==> config.mk <==
export PLATFORM = sky130hd
export DESIGN_NAME = axis_m_pkt_src
export DESIGN_NICKNAME = d
export VERILOG_FILES = /design/src/rtl/axi_pkg.sv /design/src/rtl/axis_m_pkt_src.sv
export SDC_FILE = /design/constraint.sdc
export NUM_CORES = 1
export LEC_CHECK = 0
export BUFFER_PORTS_ARGS = -buffer_cell sky130_fd_sc_hd__buf_2
export CAP_MARGIN = 20
export CORE_ASPECT_RATIO = 1.2
export CORE_MARGIN = 1.5
export CORE_UTILIZATION = 45
export DETAILED_ROUTE_END_ITERATION = 8
export PLACE_DENSITY = 0.69
export SLEW_MARGIN = 15
export SYNTH_ARGS = -nofsm -noshare
export SYNTH_HDL_FRONTEND = slang
export SYNTH_SLANG_ARGS = --single-unit
==> constraint.sdc <==
create_clock -name M_AXIS_ACLK -period 3.4 [get_ports M_AXIS_ACLK]
set_clock_uncertainty 0.1 [all_clocks]
set_input_delay 0.34 -clock M_AXIS_ACLK [delete_from_list [all_inputs] [get_ports M_AXIS_ACLK]]
set_output_delay 0.34 -clock M_AXIS_ACLK [all_outputs]
set_load 0.03 [all_outputs]
==> src/rtl/axi_pkg.sv <==
// Shared AXI-Stream helpers: field-width function and the packet source state encoding.
package axi_pkg;

  typedef enum logic [1:0] {
    INIT_WAIT = 2'd0,
    IDLE      = 2'd1,
    SEND      = 2'd2
  } state_e;

  // Bits needed to represent v itself (not v-1), so a length field can hold its maximum.
  function automatic int unsigned clogb2(input int unsigned v);
    int unsigned r;
    int unsigned t;
    r = 0;
    t = v;
    while (t > 0) begin
      r++;
      t = t >> 1;
    end
    return (r == 0) ? 1 : r;
  endfunction

endpackage

==> src/rtl/axis_m_pkt_src.sv <==
// AXI4-Stream master packet source: on start, emits pkt_len words of data_base + index,
// with TLAST on the final word and a one-cycle done pulse after the last handshake.
module axis_m_pkt_src
  import axi_pkg::*;
#(
  parameter int unsigned C_M_AXIS_TDATA_WIDTH = 32,
  parameter int unsigned C_M_START_COUNT      = 32,
  parameter int unsigned MAX_PKT_WORDS        = 8,
  parameter int unsigned LEN_W                = clogb2(MAX_PKT_WORDS)
) (
  input  logic                                M_AXIS_ACLK,
  input  logic                                M_AXIS_ARESETN,
  input  logic                                start,
  input  logic [LEN_W-1:0]                    pkt_len,
  input  logic [C_M_AXIS_TDATA_WIDTH-1:0]     data_base,
  output logic                                busy,
  output logic                                done,
  output logic                                M_AXIS_TVALID,
  output logic [C_M_AXIS_TDATA_WIDTH-1:0]     M_AXIS_TDATA,
  output logic [C_M_AXIS_TDATA_WIDTH/8-1:0]   M_AXIS_TSTRB,
  output logic                                M_AXIS_TLAST,
  input  logic                                M_AXIS_TREADY
);

  localparam int unsigned W = C_M_AXIS_TDATA_WIDTH;
  localparam logic [LEN_W-1:0] MaxLen = LEN_W'(MAX_PKT_WORDS);

  state_e             state_q, state_d;
  logic [31:0]        init_cnt_q, init_cnt_d;
  logic [LEN_W-1:0]   len_q, len_d;
  logic [LEN_W-1:0]   idx_q, idx_d;
  logic               tvalid_q, tvalid_d;
  logic               tlast_q, tlast_d;
  logic [W-1:0]       tdata_q, tdata_d;
  logic               done_q, done_d;

  always_comb begin
    state_d    = state_q;
    init_cnt_d = init_cnt_q;
    len_d      = len_q;
    idx_d      = idx_q;
    tvalid_d   = tvalid_q;
    tlast_d    = tlast_q;
    tdata_d    = tdata_q;
    done_d     = 1'b0;

    unique case (state_q)
      INIT_WAIT: begin
        if (init_cnt_q == C_M_START_COUNT) begin
          state_d = IDLE;
        end else begin
          init_cnt_d = init_cnt_q + 32'd1;
        end
      end
      IDLE: begin
        if (start && (pkt_len != '0)) begin
          len_d    = (pkt_len > MaxLen) ? MaxLen : pkt_len;
          idx_d    = '0;
          tdata_d  = data_base;
          tlast_d  = (len_d == LEN_W'(1));
          tvalid_d = 1'b1;
          state_d  = SEND;
        end
      end
      SEND: begin
        // TVALID is always high in SEND, so TREADY alone marks a transfer.
        if (M_AXIS_TREADY) begin
          if (tlast_q) begin
            tvalid_d = 1'b0;
            tlast_d  = 1'b0;
            done_d   = 1'b1;
            state_d  = IDLE;
          end else begin
            idx_d   = idx_q + LEN_W'(1);
            tdata_d = tdata_q + W'(1);
            tlast_d = (idx_d == (len_q - LEN_W'(1)));
          end
        end
      end
      default: state_d = INIT_WAIT;
    endcase
  end

  always_ff @(posedge M_AXIS_ACLK or negedge M_AXIS_ARESETN) begin
    if (!M_AXIS_ARESETN) begin
      state_q    <= INIT_WAIT;
      init_cnt_q <= '0;
      len_q      <= '0;
      idx_q      <= '0;
      tvalid_q   <= 1'b0;
      tlast_q    <= 1'b0;
      tdata_q    <= '0;
      done_q     <= 1'b0;
    end else begin
      state_q    <= state_d;
      init_cnt_q <= init_cnt_d;
      len_q      <= len_d;
      idx_q      <= idx_d;
      tvalid_q   <= tvalid_d;
      tlast_q    <= tlast_d;
      tdata_q    <= tdata_d;
      done_q     <= done_d;
    end
  end

  assign busy          = (state_q != IDLE);
  assign done          = done_q;
  assign M_AXIS_TVALID = tvalid_q;
  assign M_AXIS_TDATA  = tdata_q;
  assign M_AXIS_TLAST  = tlast_q;
  assign M_AXIS_TSTRB  = '1;

endmodule

==> results of run 1 <==
==> synthesized netlist by cell type, drive strengths merged, types with 2 or more instances <==
master,n,area share (%)
a32oi,2,0.40
buf,15,2.2
dfrtp,77,44
xor2,11,2.2
nor4,17,3.7
a2bb2oi,6,1.3
o21ai,27,3.1
nand2,50,4.3
xnor2,28,5.6
or3,4,0.57
clkbuf,13,1.1
mux2,2,0.51
inv,9,0.77
o22ai,11,1.6
o22a,5,0.99
and3,10,1.4
mux2i,2,0.45
nand2b,6,0.85
nand3,29,3.5
ha,5,1.4
and4,4,0.79
and2,3,0.43
nor2,31,2.6
nor3,13,1.5
a22oi,2,0.34
nor4b,2,0.40
or4,4,0.85
a31oi,6,0.85
a21oi,36,4.3
nand4,22,3.9
or2,3,0.48
nand3b,2,0.34
a211oi,4,0.68
==> metal layers <==
| metal | vias to the layer above | track usage (%) |
|---|---|---|
| li1 | 1886 | - |
| met1 | 1874 | 28.4 |
| met2 | 120 | 36.6 |
| met3 | 11 | 5.19 |
| met4 | 0 | 7.58 |
| met5 | - | 0 |
==> sequential cells by signal (all words and copies together), names as in the netlist <==
signal and count:
len_q 4, M_AXIS_TDATA 32, done 1, init_cnt_q 32, state_q 2, idx_q 4, M_AXIS_TLAST 1, M_AXIS_TVALID 1
==> worst paths after layout <==
check / cells after the start / end
max: 5 / M_AXIS_TDATA[19]
min: 3 / M_AXIS_TDATA[0]
max reg2reg: 5 / M_AXIS_TDATA[19]
min reg2reg: 1 / init_cnt_q[31]
max in group asynchronous: 3 / M_AXIS_TDATA[21]
min in group asynchronous: 2 / M_AXIS_TDATA[8]
==> worst max-delay path, cell delays in order, from the launching register on <==
cell and delay, ns:
dfrtp_1 0.47, and3b_1 0.42, nand2_2 0.27, nand2_1 0.72, o22ai_1 0.21, a211oi_1 0.24
==> cells by family (layout without fill, tap and decap cells) <==
logic type | Yosys count | count (layout)
XOR/XNOR | 39 | 39
other | 1 | 4
flip-flops | 77 | 77
AO/OA/AOI/OAI | 109 | 109
multiplexers | 4 | 4
buffers and inverters | 37 | 106
adder cells (fa/ha/maj) | 5 | 5
AND/OR/NAND/NOR | 204 | 204
==> report_power, final <==
group | total [uW] | internal, uW | switching [uW]
Sequential | 1540 | 1170 | 376
Clock | 940 | 583 | 357
Combinational | 1850 | 647 | 1210
==> area by class of cell <==
| type | instances | area [sq um] |
|---|---|---|
| clock buffers | 11 | 243 |
| clock inverters | 4 | 48.8 |
| fillers | 876 | 4320 |
| inverters | 9 | 33.8 |
| multi-input cells | 365 | 2320 |
| flip-flops and latches | 77 | 1930 |
| well taps | 123 | 154 |
| repair buffers | 82 | 465 |
==> through the flow <==
| step | utilization [%] | std cells | area (sq um) |
|---|---|---|---|
| floorplan | - | 479 | 4430 |
| global placement | 51.1 | 654 | 4870 |
| detailed placement | 51.1 | 654 | 4870 |
| CTS | 54.2 | 669 | 5160 |
| global route | 54.6 | 671 | 5190 |
| finish | 54.6 | 671 | 5190 |
==> what timing repair did <==
item                      in CTS  in global routing
hold buffers                   0                  1
resized for setup              0                  0
hold endpoints to repair       0                 29
==> reports/results.txt, run 1 <==
Mapped Area: 4410 sq um
Simple-Gate Fraction of Synth Area: 26.5%
Peak Freq: 394 MHz
Endpoints failing setup: 0
Setup TNS: 0 ns
Post-DP HPWL: 7620 microns
Most frequent cells in the layout: 77 x dfrtp_1, 74 x buf_2, 49 x nand2_1, 34 x a21oi_1, 31 x nor2_1
Drt initial violations: 239
Final slew viol count: 0
Yosys cell types: 63
Hold Crit Start: data_base[0]
Share of layout cells above drive strength 1: 21.7%
Commonest non-fill, non-tap cell in the layout: dfrtp_1
Post-synth ARST share: 100%
Hold Crit Class: in -> reg
Clk root buf: clkbuf_16
Maximum clock path buffer count: 2
Worst skew pair latency: 0.33 ns
Clock Sinks: 77
# Max-Cap Violations: 0
Worst-path clk slew: 0.06 ns
Drt via density: 5.80
DR top layer: met4
Reg2reg start: state_q[1]
Post-CTS Setup Bufs: 0
Crit path max fanout: 22
Met3 WL: 647 microns
Minimum clock period: 2.54 ns
Die width: 93.4 microns
Global-route wire length before repair: 18300 microns
Initial core utilization: 46.4%
Synth Register Bits: 77
Leakage: 0.00227 uW
Total chip power: 4330 uW
Post-synth EDFFs: 0
Die H: 111 microns
Final hold viol count: 0
Startpoint types: register
Area of the die: 10400 sq um
RSZ-0062 raised after global routing: no
DRT antenna net count: 0
Rel. slew slack: 42.3%
Row cnt: 39
Drt total wl: 10800 microns
Crit Path Class: reg -> reg
Reg-to-reg slack, setup: 0.86 ns
Post-Synth Adder-Cell Area: 1.42%
Worst setup EP type: register
Area growth from synthesis to layout: 17.7%
Setup WS post-layout: 0.861 ns
Outcome: finished, final reports clean
Synth Area in Compound Gates: 15.5%
Ys Warns: 0
Gate Count Post-Synth: 476
Total Nets Final: 589
Drc violations: 0
Largest family of logic cells by synthesized area: simple AND/OR/NAND/NOR gates
Num CTS Buffers: 9
Pin count of the biggest net entering global routing: 78
Placer Congestion: 0.827
Crit path launch: state_q[1]
Seq/Total Area, Yosys: 43.7%
Htree depth: 3
Vias after detailed routing: 3891
N_diodes: 0
Pre-CTS WS: 0.694 ns
Syn Area/Cell: 9.27 sq um
Main synth FF type: dfrtp_1
CTS tree: done
Hold WS: 0.141 ns
CP arrival: 2.67 ns
Cell Pwr Density: 834 nW/um^2
Met1 wire length: 4780 microns
Met2 routed WL: 5270 microns
WP data required: 3.53 ns
Total track usage: 22.2%
Mux cell area share after synthesis: 0.964%
Least-Margin Pin Slew: 0.863 ns
Overflow after GRT: 0
Peak supply drop: 0.310 mV
Core area: 9520 sq um
Total I/O pin count: 80
Buffers on Ports: 75
Pre-Repair DR Iteration Count: 4
Post-detailed-route wirelength per cell: 16.2 microns
Xor and xnor fraction of the mapped netlist area: 7.74%
Initial antenna violation count: 0
Period utilization: 74.7%
Vias in the first global route: 3800
Note: power is estimated with default switching activity, not from simulation.
==> inputs of run 2 (changes only) <==
==> constraint.sdc (replaced) <==
create_clock -name M_AXIS_ACLK -period 2.6 [get_ports M_AXIS_ACLK]
set_clock_uncertainty 0.1 [all_clocks]
set_input_delay 0.26 -clock M_AXIS_ACLK [delete_from_list [all_inputs] [get_ports M_AXIS_ACLK]]
set_output_delay 0.26 -clock M_AXIS_ACLK [all_outputs]
set_load 0.03 [all_outputs]
==> reports/results.txt, run 2 (synthesis results as in run 1) <==
Met1 wire length: 4910 microns (+2.9%)
Period utilization: 80.6% (+5.9 points)
Setup TNS: 0 ns (unchanged)
Post-cts resize count: 0 (unchanged)
Worst setup EP type: register
Minimum clock period: 2.10 ns (-0.444 ns)
Total I/O pin count: 80 (unchanged)
Global-route wire length before repair: 18300 microns (about the same)
Num CTS Buffers: 9 (unchanged)
Peak Freq: 477 MHz (+21%)
CTS tree: done
Area of the die: 10400 sq um (unchanged)
Final slew viol count: 0 (unchanged)
Final hold viol count: 0 (unchanged)
Die H: 111 microns (unchanged)
Initial antenna violation count: 0 (unchanged)
Leakage: 0.00229 uW (+0.68%)
Least-Margin Pin Slew: 0.620 ns (-0.243 ns)
Worst skew pair latency: 0.34 ns (about the same)
Placer Congestion: 0.866 (+4.7%)
Vias in the first global route: 3690 (-2.9%)
Htree depth: 3 (unchanged)
Clk root buf: clkbuf_16
Post-detailed-route wirelength per cell: 16.5 microns (+2.1%)
N_diodes: 0 (unchanged)
Die width: 93.4 microns (unchanged)
DR top layer: met4
Post-CTS Setup Bufs: 0 (unchanged)
Drt total wl: 11200 microns (+3.2%)
Crit Path Class: reg -> reg
WP data required: 2.73 ns (-0.80 ns)
Pin count of the biggest net entering global routing: 40 (-49%)
Rel. slew slack: 58.6% (+16 points)
RSZ-0062 raised after global routing: no
Peak supply drop: 0.442 mV (+42%)
Met2 routed WL: 5440 microns (+3.3%)
CP arrival: 2.22 ns (-0.45 ns)
Core area: 9520 sq um (unchanged)
Commonest non-fill, non-tap cell in the layout: dfrtp_1
Row cnt: 39 (unchanged)
# Max-Cap Violations: 0 (unchanged)
Initial core utilization: 46.4% (unchanged)
Clock Sinks: 77 (unchanged)
Hold Crit Class: in -> reg
Total track usage: 22.3% (+0.11 points)
Total Nets Final: 595 (+1.0%)
Cell Pwr Density: 1080 nW/um^2 (+30%)
Final core utilization: 54.8% (+0.20 points)
Hold-fix buffers, CTS: 1 (+1)
Share of layout cells above drive strength 1: 22.2% (+0.45 points)
Hold WS: 0.0495 ns (-0.0911 ns)
Area growth from synthesis to layout: 18.1%
DRT antenna net count: 0 (unchanged)
Crit path max fanout: 10 (-55%)
Endpoints failing setup: 0 (unchanged)
Most frequent cells in the layout: 77 x dfrtp_1, 74 x buf_2, 49 x nand2_1, 34 x a21oi_1, 31 x nor2_1
Outcome: finished, final reports clean
Maximum clock path buffer count: 2 (unchanged)
Vias after detailed routing: 3909 (+0.46%)
Drt initial violations: 217 (-9.2%)
Met3 WL: 586 microns (-9.4%)
Worst-path clk slew: 0.06 ns (about the same)
Pre-CTS WS: 0.492 ns (-0.202 ns)
Startpoint types: register
Overflow after GRT: 0 (unchanged)
Drc violations: 0 (unchanged)
Buffers on Ports: 75 (unchanged)
Drt via density: 5.77 (-0.57%)
Post-DP HPWL: 8000 microns (+5.0%)
Pre-Repair DR Iteration Count: 5 (+1)
Setup WS post-layout: 0.504 ns (-0.356 ns)
==> run 2: cell count changes in the layout (fill, tap and decap cells not counted) <==
cell / change
clkbuf_8: +1
clkinv_4: -1
buf_4: +6
clkbuf_1: +3
bufinv_16: -1
buf_12: +1
clkinv_2: -1
buf_16: -1
==> run 2: worst paths after layout <==
check                                 from               end  slack (ns)  depth (start not counted)
min in group asynchronous   M_AXIS_ARESETN   M_AXIS_TDATA[8]        0.33                          2
max in group asynchronous   M_AXIS_ARESETN          len_q[1]        1.45                          3
setup / recovery           M_AXIS_TDATA[2]  M_AXIS_TDATA[30]        0.50                          5
hold / removal                data_base[0]   M_AXIS_TDATA[0]        0.05                          3
hold reg to reg             init_cnt_q[31]    init_cnt_q[31]        0.38                          1
setup reg to reg           M_AXIS_TDATA[2]  M_AXIS_TDATA[30]        0.50                          5
==> run 2: area by class of cell <==
| cell class | count | area [sq um] |
|---|---|---|
| fill | 873 | 4300 |
| multi-input combinational | 365 | 2320 |
| sequential | 77 | 1930 |
| timing repair buffer | 88 | 503 |
| clock buffer | 15 | 268 |
| tap | 123 | 154 |
| inverter | 9 | 33.8 |
| clock inverter | 1 | 5.00 |
==> run 2: critical path, stage by stage, from the launching register on <==
cell	delay (ns)
dfrtp_1	0.50
nand4_1	0.26
nor4_2	0.53
nand4_1	0.19
o32ai_1	0.23
o21ba_2	0.19
==> run 2: power breakdown <==
group          internal, uW  switching, uW  leakage, uW
clock                   699            478     0.000134
combinational           875           1580      0.00118
sequential             1520            495     0.000972
==> run 2: stage by stage <==
stage	total power [uW]	instances	cell area, sq um
after floorplan	3740	479	4430
after global placement	4420	661	4930
after detailed placement	4480	661	4930
after CTS	5660	678	5210
after global routing	5990	678	5210
final	5650	678	5210
==> run 2: per-layer routing <==
layer	up-vias	GRT usage [%]
met3	18	4.44
li1	1893	-
met2	126	36.3
met5	-	0
met4	0	8.99
met1	1872	28.9
